==> config.mk <==
export PLATFORM = sky130hd
export DESIGN_NAME = fwd_hazard_unit_flat
export DESIGN_NICKNAME = d
export VERILOG_FILES = /design/src/rtl/cpu_pkg.sv /design/src/rtl/fwd_hazard_unit_if.sv /design/src/rtl/fwd_select.sv /design/src/rtl/fwd_hazard_unit.sv /design/src/flat_wrapper.sv
export SDC_FILE = /design/constraint.sdc
export NUM_CORES = 1
export LEC_CHECK = 0
export CAP_MARGIN = 20
export CORE_ASPECT_RATIO = 1.25
export CORE_UTILIZATION = 51
export DETAILED_ROUTE_END_ITERATION = 8
export PLACE_DENSITY = 0.79
export REMOVE_ABC_BUFFERS = 1
export SLEW_MARGIN = 30
export SYNTH_ARGS = -nofsm -noshare
export SYNTH_HDL_FRONTEND = slang
export SYNTH_SLANG_ARGS = --single-unit
export TNS_END_PERCENT = 5
==> constraint.sdc <==
create_clock -name clk -period 3.4 [get_ports clk]
set_input_delay 0.68 -clock clk [delete_from_list [all_inputs] [get_ports clk]]
set_output_delay 0.68 -clock clk [all_outputs]
set_load 0.01 [all_outputs]
==> src/rtl/cpu_pkg.sv <==
// Shared definitions for the forwarding / hazard logic: select encodings,
// register address width and the pipeline-slot records.
package cpu_pkg;

    localparam int REG_AW = 5;

    localparam logic [1:0] FWD_RF    = 2'b00;
    localparam logic [1:0] FWD_EXMEM = 2'b01;
    localparam logic [1:0] FWD_MEMWB = 2'b10;

    typedef struct packed {
        logic [REG_AW-1:0] rs;
        logic [REG_AW-1:0] rt;
        logic              uses_rt;
        logic [REG_AW-1:0] rd;
        logic              regwrite;
        logic              memread;
        logic              valid;
    } ex_slot_t;

    typedef struct packed {
        logic [REG_AW-1:0] rd;
        logic              regwrite;
        logic              memread;
        logic              valid;
    } mem_slot_t;

    typedef struct packed {
        logic [REG_AW-1:0] rd;
        logic              regwrite;
        logic              valid;
    } wb_slot_t;

endpackage

==> src/rtl/fwd_hazard_unit_if.sv <==
// Decode-side bundle into the hazard unit and the select/stall results back out.
interface fwd_hazard_unit_if
    import cpu_pkg::*;
#(
    parameter int CNT_W = 32
);
    logic              id_valid;
    logic [REG_AW-1:0] id_rs;
    logic [REG_AW-1:0] id_rt;
    logic              id_uses_rt;
    logic [REG_AW-1:0] id_rd;
    logic              id_regwrite;
    logic              id_memread;
    logic              flush;
    logic [1:0]        fwd_a_sel;
    logic [1:0]        fwd_b_sel;
    logic              stall;
    logic              ex_valid;
    logic [CNT_W-1:0]  stall_count;

    modport master (
        output id_valid, id_rs, id_rt, id_uses_rt, id_rd, id_regwrite, id_memread, flush,
        input  fwd_a_sel, fwd_b_sel, stall, ex_valid, stall_count
    );

    modport slave (
        input  id_valid, id_rs, id_rt, id_uses_rt, id_rd, id_regwrite, id_memread, flush,
        output fwd_a_sel, fwd_b_sel, stall, ex_valid, stall_count
    );
endinterface

==> src/rtl/fwd_select.sv <==
// Per-operand forwarding priority: youngest non-load producer in MEM wins,
// then WB; register 0 is never forwarded.
module fwd_select
    import cpu_pkg::*;
(
    input  logic [REG_AW-1:0] src,
    input  logic              use_src,
    input  mem_slot_t         mem_slot,
    input  wb_slot_t          wb_slot,
    output logic [1:0]        sel
);

    // Priority compare of the source register against the MEM and WB producers
    always_comb begin
        sel = FWD_RF;
        if (use_src && (src != '0)) begin
            if (mem_slot.valid && mem_slot.regwrite && !mem_slot.memread
                && (mem_slot.rd == src)) begin
                sel = FWD_EXMEM;
            end else if (wb_slot.valid && wb_slot.regwrite && (wb_slot.rd == src)) begin
                sel = FWD_MEMWB;
            end
        end
    end

endmodule

==> src/rtl/fwd_hazard_unit.sv <==
// Tracks the EX/MEM/WB destination registers, drives the EX operand-mux
// selects and requests a one-cycle stall on a load-use dependency.
module fwd_hazard_unit
    import cpu_pkg::*;
#(
    parameter int CNT_W = 32
) (
    input  logic              clk,
    input  logic              rst,
    fwd_hazard_unit_if.slave  bus
);

    ex_slot_t         ex_q,  ex_d;
    mem_slot_t        mem_q, mem_d;
    wb_slot_t         wb_q,  wb_d;
    logic [CNT_W-1:0] cnt_q, cnt_d;
    logic             hz;
    logic             stall;
    logic [1:0]       sel_a;
    logic [1:0]       sel_b;

    // Load in EX whose destination is read by the instruction in ID
    always_comb begin
        hz = ex_q.valid && ex_q.memread && ex_q.regwrite && (ex_q.rd != '0)
             && bus.id_valid
             && ((bus.id_rs == ex_q.rd) || (bus.id_uses_rt && (bus.id_rt == ex_q.rd)));
        stall = hz && !bus.flush;
    end

    // Slot advance; a stall or flush turns the incoming EX entry into a bubble
    always_comb begin
        ex_d = '0;
        if (!(stall || bus.flush)) begin
            ex_d.rs       = bus.id_rs;
            ex_d.rt       = bus.id_rt;
            ex_d.uses_rt  = bus.id_uses_rt;
            ex_d.rd       = bus.id_rd;
            ex_d.regwrite = bus.id_regwrite;
            ex_d.memread  = bus.id_memread;
            ex_d.valid    = bus.id_valid;
        end
        mem_d.rd       = ex_q.rd;
        mem_d.regwrite = ex_q.regwrite;
        mem_d.memread  = ex_q.memread;
        mem_d.valid    = ex_q.valid;
        wb_d.rd        = mem_q.rd;
        wb_d.regwrite  = mem_q.regwrite;
        wb_d.valid     = mem_q.valid;
        cnt_d = cnt_q;
        if (stall && (cnt_q != '1)) begin
            cnt_d = cnt_q + CNT_W'(1);
        end
    end

    // Slot and statistics registers
    always_ff @(posedge clk) begin
        if (rst) begin
            ex_q  <= '0;
            mem_q <= '0;
            wb_q  <= '0;
            cnt_q <= '0;
        end else begin
            ex_q  <= ex_d;
            mem_q <= mem_d;
            wb_q  <= wb_d;
            cnt_q <= cnt_d;
        end
    end

    fwd_select u_sel_a (
        .src      (ex_q.rs),
        .use_src  (ex_q.valid),
        .mem_slot (mem_q),
        .wb_slot  (wb_q),
        .sel      (sel_a)
    );

    fwd_select u_sel_b (
        .src      (ex_q.rt),
        .use_src  (ex_q.valid && ex_q.uses_rt),
        .mem_slot (mem_q),
        .wb_slot  (wb_q),
        .sel      (sel_b)
    );

    assign bus.fwd_a_sel   = sel_a;
    assign bus.fwd_b_sel   = sel_b;
    assign bus.stall       = stall;
    assign bus.ex_valid    = ex_q.valid;
    assign bus.stall_count = cnt_q;

endmodule

==> src/flat_wrapper.sv <==
// flat-port wrapper written by rule: the top's interface ports become plain ports
module fwd_hazard_unit_flat import cpu_pkg::*;
#(
    parameter int CNT_W = 32
)
  (clk, rst, bus_id_valid, bus_id_rs, bus_id_rt, bus_id_uses_rt, bus_id_rd, bus_id_regwrite, bus_id_memread, bus_flush, bus_fwd_a_sel, bus_fwd_b_sel, bus_stall, bus_ex_valid, bus_stall_count);
  fwd_hazard_unit_if #(.CNT_W(CNT_W)) bus_i ();
  input  logic clk;
  input  logic rst;
  input wire logic [$bits(bus_i.id_valid)-1:0] bus_id_valid;
  input wire logic [$bits(bus_i.id_rs)-1:0] bus_id_rs;
  input wire logic [$bits(bus_i.id_rt)-1:0] bus_id_rt;
  input wire logic [$bits(bus_i.id_uses_rt)-1:0] bus_id_uses_rt;
  input wire logic [$bits(bus_i.id_rd)-1:0] bus_id_rd;
  input wire logic [$bits(bus_i.id_regwrite)-1:0] bus_id_regwrite;
  input wire logic [$bits(bus_i.id_memread)-1:0] bus_id_memread;
  input wire logic [$bits(bus_i.flush)-1:0] bus_flush;
  output wire logic [$bits(bus_i.fwd_a_sel)-1:0] bus_fwd_a_sel;
  output wire logic [$bits(bus_i.fwd_b_sel)-1:0] bus_fwd_b_sel;
  output wire logic [$bits(bus_i.stall)-1:0] bus_stall;
  output wire logic [$bits(bus_i.ex_valid)-1:0] bus_ex_valid;
  output wire logic [$bits(bus_i.stall_count)-1:0] bus_stall_count;
  assign bus_i.id_valid = bus_id_valid;
  assign bus_i.id_rs = bus_id_rs;
  assign bus_i.id_rt = bus_id_rt;
  assign bus_i.id_uses_rt = bus_id_uses_rt;
  assign bus_i.id_rd = bus_id_rd;
  assign bus_i.id_regwrite = bus_id_regwrite;
  assign bus_i.id_memread = bus_id_memread;
  assign bus_i.flush = bus_flush;
  assign bus_fwd_a_sel = bus_i.fwd_a_sel;
  assign bus_fwd_b_sel = bus_i.fwd_b_sel;
  assign bus_stall = bus_i.stall;
  assign bus_ex_valid = bus_i.ex_valid;
  assign bus_stall_count = bus_i.stall_count;
  fwd_hazard_unit #(.CNT_W(CNT_W)) u_core (.clk(clk), .rst(rst), .bus(bus_i));
endmodule
==> results of run 1 <==
-- kinds of logic (layout without fill, tap and decap cells) --
kind of cell	count (synthesis)	in the layout	share of synthesized area
DFF	66	66	0.4433
AOI/OAI and AO/OA	42	42	0.08145
adders and majority gates	1	1	0.004197
muxes	7	7	0.02603
xor gates and xnor gates	37	37	0.1087
buffers and inverters	17	87	0.02435
and+or+nand+nor	159	159	0.3119
-- power by group --
part / total (uW) / switching, uW / internal, uW / leakage, uW
Sequential: 799 / 12.9 / 786 / 0.000535
Clock: 670 / 292 / 377 / 0.0000986
Combinational: 91.0 / 42.3 / 48.7 / 0.000709
-- how the worst min path moves through the flow --
stage	endpoint	slack, ps	depth (start not counted)
finish	u_core.mem_q[1]	460	1
global route	u_core.wb_q[0]	480	1
CTS	u_core.mem_q[1]	470	1
detailed placement	u_core.mem_q[1]	460	1
global placement	u_core.mem_q[2]	440	1
floorplan	u_core.mem_q[2]	430	1
-- Yosys cell counts, drive strengths merged (2+ instances only) --
library cell | count | area, sq um
or3 | 14 | 87.58
a21oi | 18 | 90.09
o31ai | 5 | 37.54
and2 | 19 | 118.9
nand3 | 10 | 50.05
inv | 5 | 18.77
nor2b | 21 | 131.4
mux2 | 6 | 67.56
or4 | 11 | 82.58
nand4 | 12 | 75.07
o211ai | 2 | 15.01
nand2 | 15 | 56.30
buf | 2 | 16.26
nor3 | 12 | 60.06
xnor2 | 14 | 122.6
and4 | 3 | 26.28
nor4 | 14 | 100.1
dfxtp | 66 | 1321
o21ai | 15 | 75.07
nor2 | 20 | 75.07
nand2b | 2 | 12.51
clkbuf | 10 | 37.54
xor2 | 23 | 201.4
-- sequential cells by signal (all words and copies together), names as in the netlist --
| register | flops |
|---|---|
| u_core.mem_q | 8 |
| u_core.bus.ex_valid | 1 |
| u_core.wb_q | 7 |
| u_core.ex_q | 18 |
| u_core.bus.stall_count | 32 |
-- layout make-up --
cell class	instances	area share
clock buffer	12	0.04025
clock inverter	4	0.01298
tap	64	0.02077
sequential	66	0.3427
timing repair buffer	66	0.1655
inverter	5	0.004869
multi-input combinational	246	0.4129
-- layer usage --
metal	global-route usage	vias up	wire length, um
met4	0.09818	0	90
li1	-	1309	-
met1	0.2536	1206	2807
met5	0	-	0
met3	0.05556	7	383
met2	0.4519	73	3817
-- stage by stage --
step	setup slack (ps)	power (uW)	cells	hold slack, ps	utilization
2_1_floorplan	636.7	850.1	317	429.9	-
3_3_place_gp	52.25	902.4	445	443.2	0.6578
3_5_place_dp	25.14	905.0	445	460.0	0.6578
4_1_cts	21.74	1571	461	468.7	0.6950
5_1_grt	10.43	1619	463	480.3	0.6986
6_report	122.5	1559	463	464.3	0.6986
-- what timing repair did --
action                                  4_1_cts  5_1_grt
hold buffers                                  0        0
endpoints found under the setup margin        0        1
gates resized for setup                       0        1
hold endpoints to repair                      0        0
setup buffers                                 0        2
-- critical path, cell delays in order --
cell and delay [ps]:
clkdlybuf4s50_1 450, xor2_1 160, nor4_2 310, a32oi_2 190, nor3_2 240, clkdlybuf4s50_1 570
==> results.py, run 1 <==
metrics = {
    "outcome": {
        "status": "finished clean",
    },
    "worst_setup_path": {
        "crit_path_max_fanout": 3,
        "crit_path_start_kind": "input pin",
        "rr_endpoint": "u_core.bus.stall_count[20]",
        "arrival_ps": 2600,
        "reg2reg_from": "u_core.ex_q[4]",
        "critPathKind": "in2out",
        "critPathCapture": "bus_stall",
        "ff2ff_setup_slack_ps": 710,
        "worstSetupEndpointType": "output port",
        "required_ps": 2720,
        "ff2ff_path_depth": 7,
        "setup.worst_path.start": "bus_id_rt[1]",
    },
    "synthesis": {
        "ys_async_sr_fraction": 0,
        "synthDistinctLibCells": 36,
        "yosysWarnings": 0,
        "syn_area_sq_um": 2980,
        "postSynthCellCount": 329,
        "synth_seq_area_share": 0.4433,
        "avgSynthCellArea_sq_um": 9.059,
        "ys.flop_type": "dfxtp_1",
        "yosys_register_bits": 66,
        "synth_edf_count": 0,
    },
    "timing": {
        "min_period_ps": 3278,
        "worst_pin_slew_ps": 835.6,
        "max-slew-margin-rel": 0.4386,
        "skew_ps": 5.012,
        "fin_tns_setup_ps": 0,
        "rsz0062_at_grt": "no",
        "finalCritPeriodShare": 0.9640,
        "hold_viol_final": 0,
        "setup_viol": 0,
        "drv_slew": 0,
        "clock.fmax_mhz": 305.1,
    },
    "finish": {
        "layout.nets": 417,
        "final_cell_mix": "dfxtp_1, clkdlybuf4s50_1, xor2_1",
        "ff_latch_area_sq_um": 1321,
        "multiInputGateArea_sq_um": 1592,
        "final_common_cell": "dfxtp_1",
        "design_area_sq_um": 3855,
        "drive_gt1_frac": 0.08521,
        "syn_to_final_growth_pct": 29.35,
        "n_fill_cell": 457,
        "diodes": 0,
    },
    "power_and_ir_drop": {
        "leakage_uw": 0.001343,
        "power_density_nw_per_um2": 404.5,
        "ir_worst_vdd_v": 0.0002319,
    },
    "detailed_routing": {
        "drc": 0,
        "ant_nets": 0,
        "drtIter0Drc": 112,
        "drt_pre_antenna_iters": 4,
        "vias": 2595,
        "post_drt_wl_per_cell_um": 15.33,
        "drt-vias-per-instance": 5.605,
        "wl_um": 7099,
    },
    "clock_tree": {
        "clkLatencyLatePin_ps": 340,
        "cts_tree": "built",
        "clk_pin_slew_worst_paths_ps": 70,
        "clock-root-buffer": "clkbuf_8",
        "ctsHtreeMaxLevel": 3,
        "clock-sinks": 66,
        "cts-buffers-inserted": 9,
        "cts_buffer_depth": 2,
    },
    "grt": {
        "grt_pass1_wl_um": 11340,
        "grt_pass1_vias": 2440,
        "grt_antenna_before_repair": 0,
        "grt_max_degree": 54,
        "overflow": 0,
        "grtUsageTotal": 0.2396,
    },
    "placement": {
        "place_area_sq_um": 3630,
        "place.gp.congestion": 0.7730,
        "dp_hpwl_um": 5051,
        "io_buffer_count": 59,
    },
    "min_path": {
        "hold_class": "reg2reg",
        "min_from": "u_core.ex_q[1]",
    },
    "floorplan": {
        "ios": 60,
        "die_h_um": 87.47,
        "fp-row-count": 30,
        "die_area_sq_um": 6156,
        "chipWidth_um": 70.38,
        "start_util": 0.5401,
        "coreArea_sq_um": 5518,
    },
    "flow_run": {
        "cap_violations": 0,
    },
}
No activity file was read; power rests on OpenSTA's default activity.
==> run 2, diff against run 1 <==
--- a/config.mk
+++ b/config.mk
@@ -9,7 +9,7 @@
 export CORE_ASPECT_RATIO = 1.25
 export CORE_UTILIZATION = 51
 export DETAILED_ROUTE_END_ITERATION = 8
-export PLACE_DENSITY = 0.79
+export PLACE_DENSITY = 0.91
 export REMOVE_ABC_BUFFERS = 1
 export SLEW_MARGIN = 30
 export SYNTH_ARGS = -nofsm -noshare
==> run 2 against run 1 <==
Critical path depth unchanged; final cell count down 1.1%; largest cell class unchanged; first-iteration DRC count decreased by 8.9%; utilization is 1.0 points lower; critical endpoint unchanged; die area unchanged.
==> results.py, run 2 (synthesized netlist as in run 1, its figures left out) <==
metrics = {
    "outcome": {
        "status": "finished clean",
    },
    "placement": {
        "dp_hpwl_um": 5044,
        "io_buffer_count": 59,
        "place.gp.congestion": 0.8883,
        "place_area_sq_um": 3615,
        "post-place-ws_ps": 74.19,
    },
    "finish": {
        "design_area_sq_um": 3800,
        "final_cell_mix": "dfxtp_1, clkdlybuf4s50_1, xor2_1",
        "drive_gt1_frac": 0.06853,
        "syn_to_final_growth_pct": 27.50,
        "layout.nets": 413,
        "diodes": 0,
        "final_core_util": 0.6887,
        "ff_latch_area_sq_um": 1321,
        "largest_reg_flops": 32,
        "multiInputGateArea_sq_um": 1587,
        "final_common_cell": "dfxtp_1",
        "n_fill_cell": 433,
    },
    "floorplan": {
        "coreArea_sq_um": 5518,
        "ios": 60,
        "chipWidth_um": 70.38,
        "die_h_um": 87.47,
        "die_area_sq_um": 6156,
        "start_util": 0.5401,
        "fp-row-count": 30,
    },
    "power_and_ir_drop": {
        "leakage_uw": 0.001323,
        "p_sw_uw": 339.2,
        "power_uw": 1525,
        "seqPwrFrac": 0.525,
        "p_comb_frac": 0.057,
        "p_int_uw": 1186,
        "switching_share": 0.2224,
        "p_clk_frac": 0.419,
        "power_density_nw_per_um2": 401.3,
        "ir_worst_vdd_v": 0.0002469,
    },
    "detailed_routing": {
        "vias": 2663,
        "drtIter0Drc": 102,
        "drt-vias-per-instance": 5.814,
        "wl_um": 7118,
        "post_drt_wl_per_cell_um": 15.54,
        "ant_nets": 0,
        "drc": 0,
        "drt_pre_antenna_iters": 4,
    },
    "grt": {
        "grt_antenna_before_repair": 0,
        "grtUsageTotal": 0.2377,
        "grt_pass1_wl_um": 11390,
        "grt_pass1_vias": 2563,
        "overflow": 0,
        "grt_max_degree": 40,
    },
    "timing": {
        "max-slew-margin-rel": 0.5566,
        "hold_viol_final": 0,
        "layout_setup_ws_ps": 78.87,
        "worst_pin_slew_ps": 665.1,
        "rsz0062_at_grt": "no",
        "fin_tns_setup_ps": 0,
        "clock.fmax_mhz": 301.1,
        "min_period_ps": 3321,
        "drv_slew": 0,
        "skew_ps": 8.175,
        "finalCritPeriodShare": 0.9768,
        "setup_viol": 0,
    },
    "worst_setup_path": {
        "crit_slowest_cell": "clkdlybuf4s50_1",
        "crit_path_start_kind": "input pin",
        "cp.depth": 6,
        "crit_path_max_fanout": 3,
        "required_ps": 2720,
        "ff2ff_setup_slack_ps": 730,
        "cp_slowest_stage_delay_ps": 590,
        "worstSetupEndpointType": "output port",
        "ff2ff_path_depth": 6,
        "path_cells": "clkdlybuf4s50_1, xor2_1, nor4_2, a32oi_2, nor3_1, clkdlybuf4s50_1",
        "crit_buf_inv": 2,
        "cp_top_family": "buffers and inverters",
        "arrival_ps": 2640,
        "critPathKind": "in2out",
        "crit_path_frequent_cell": "clkdlybuf4s50_1",
    },
    "flow_run": {
        "cap_violations": 0,
    },
    "clock_tree": {
        "clock-sinks": 66,
        "cts-buffers-inserted": 9,
        "cts_setup_buffers": 0,
        "clock-root-buffer": "clkbuf_8",
        "clkLatencyLatePin_ps": 340,
        "post_cts_resized": 0,
        "cts_buffer_depth": 2,
        "cts_hold_buf": 0,
        "clk_pin_slew_worst_paths_ps": 70,
        "cts_tree": "built",
        "ctsHtreeMaxLevel": 3,
    },
    "min_path": {
        "hold_class": "reg2reg",
        "hold_depth": 1,
    },
}
run 2: cell count changes in the layout (fill, tap and decap cells not counted), sizes merged:
cell and change:
buf -4, clkinvlp -2, clkinv +1
run 2: routing by layer:
layer	wire, um	track usage	vias up
met1	2934	0.2639	1267
met3	379	0.05440	16
met4	159	0.1182	0
li1	-	-	1293
met5	0	0	-
met2	3645	0.4242	87
run 2: per-stage QoR:
step                hold WS, ps  std cells
floorplan                 429.9        317
global placement          443.3        443
detailed placement        456.8        443
CTS                       465.1        458
global route              475.4        458
finish                    459.4        458
run 2: worst paths after layout:
path | start | end
max | bus_id_rt[2] | bus_stall
max reg2reg | u_core.ex_q[3] | u_core.bus.stall_count[20]
min reg2reg | u_core.ex_q[1] | u_core.mem_q[1]
min | u_core.ex_q[1] | u_core.mem_q[1]
run 2: power by group through the flow:
stage               Sequential, uW  Combinational, uW  Clock, uW
finish                         800               86.6        638
global route                   801               94.1        677
CTS                            800               87.0        646
detailed placement             818               85.8          0
global placement               817               83.7          0
floorplan                      813               37.1          0
run 2: worst reg2reg max path: cells and delay by family, from the launching register on:
kind                      cells  cell delay, ps
AOI/OAI and AO/OA             1             190
DFF                           1             370
xor gates and xnor gates      1             200
muxes                         1             380
and+or+nand+nor               3            1420
run 2: final cells by class:
type / instances / area share
flip-flops and latches: 66 / 0.3477
inverters: 5 / 0.004939
clock inverters: 3 / 0.01054
clock buffers: 12 / 0.03820
well taps: 64 / 0.02107
multi-input cells: 246 / 0.4175
repair buffers: 62 / 0.1600
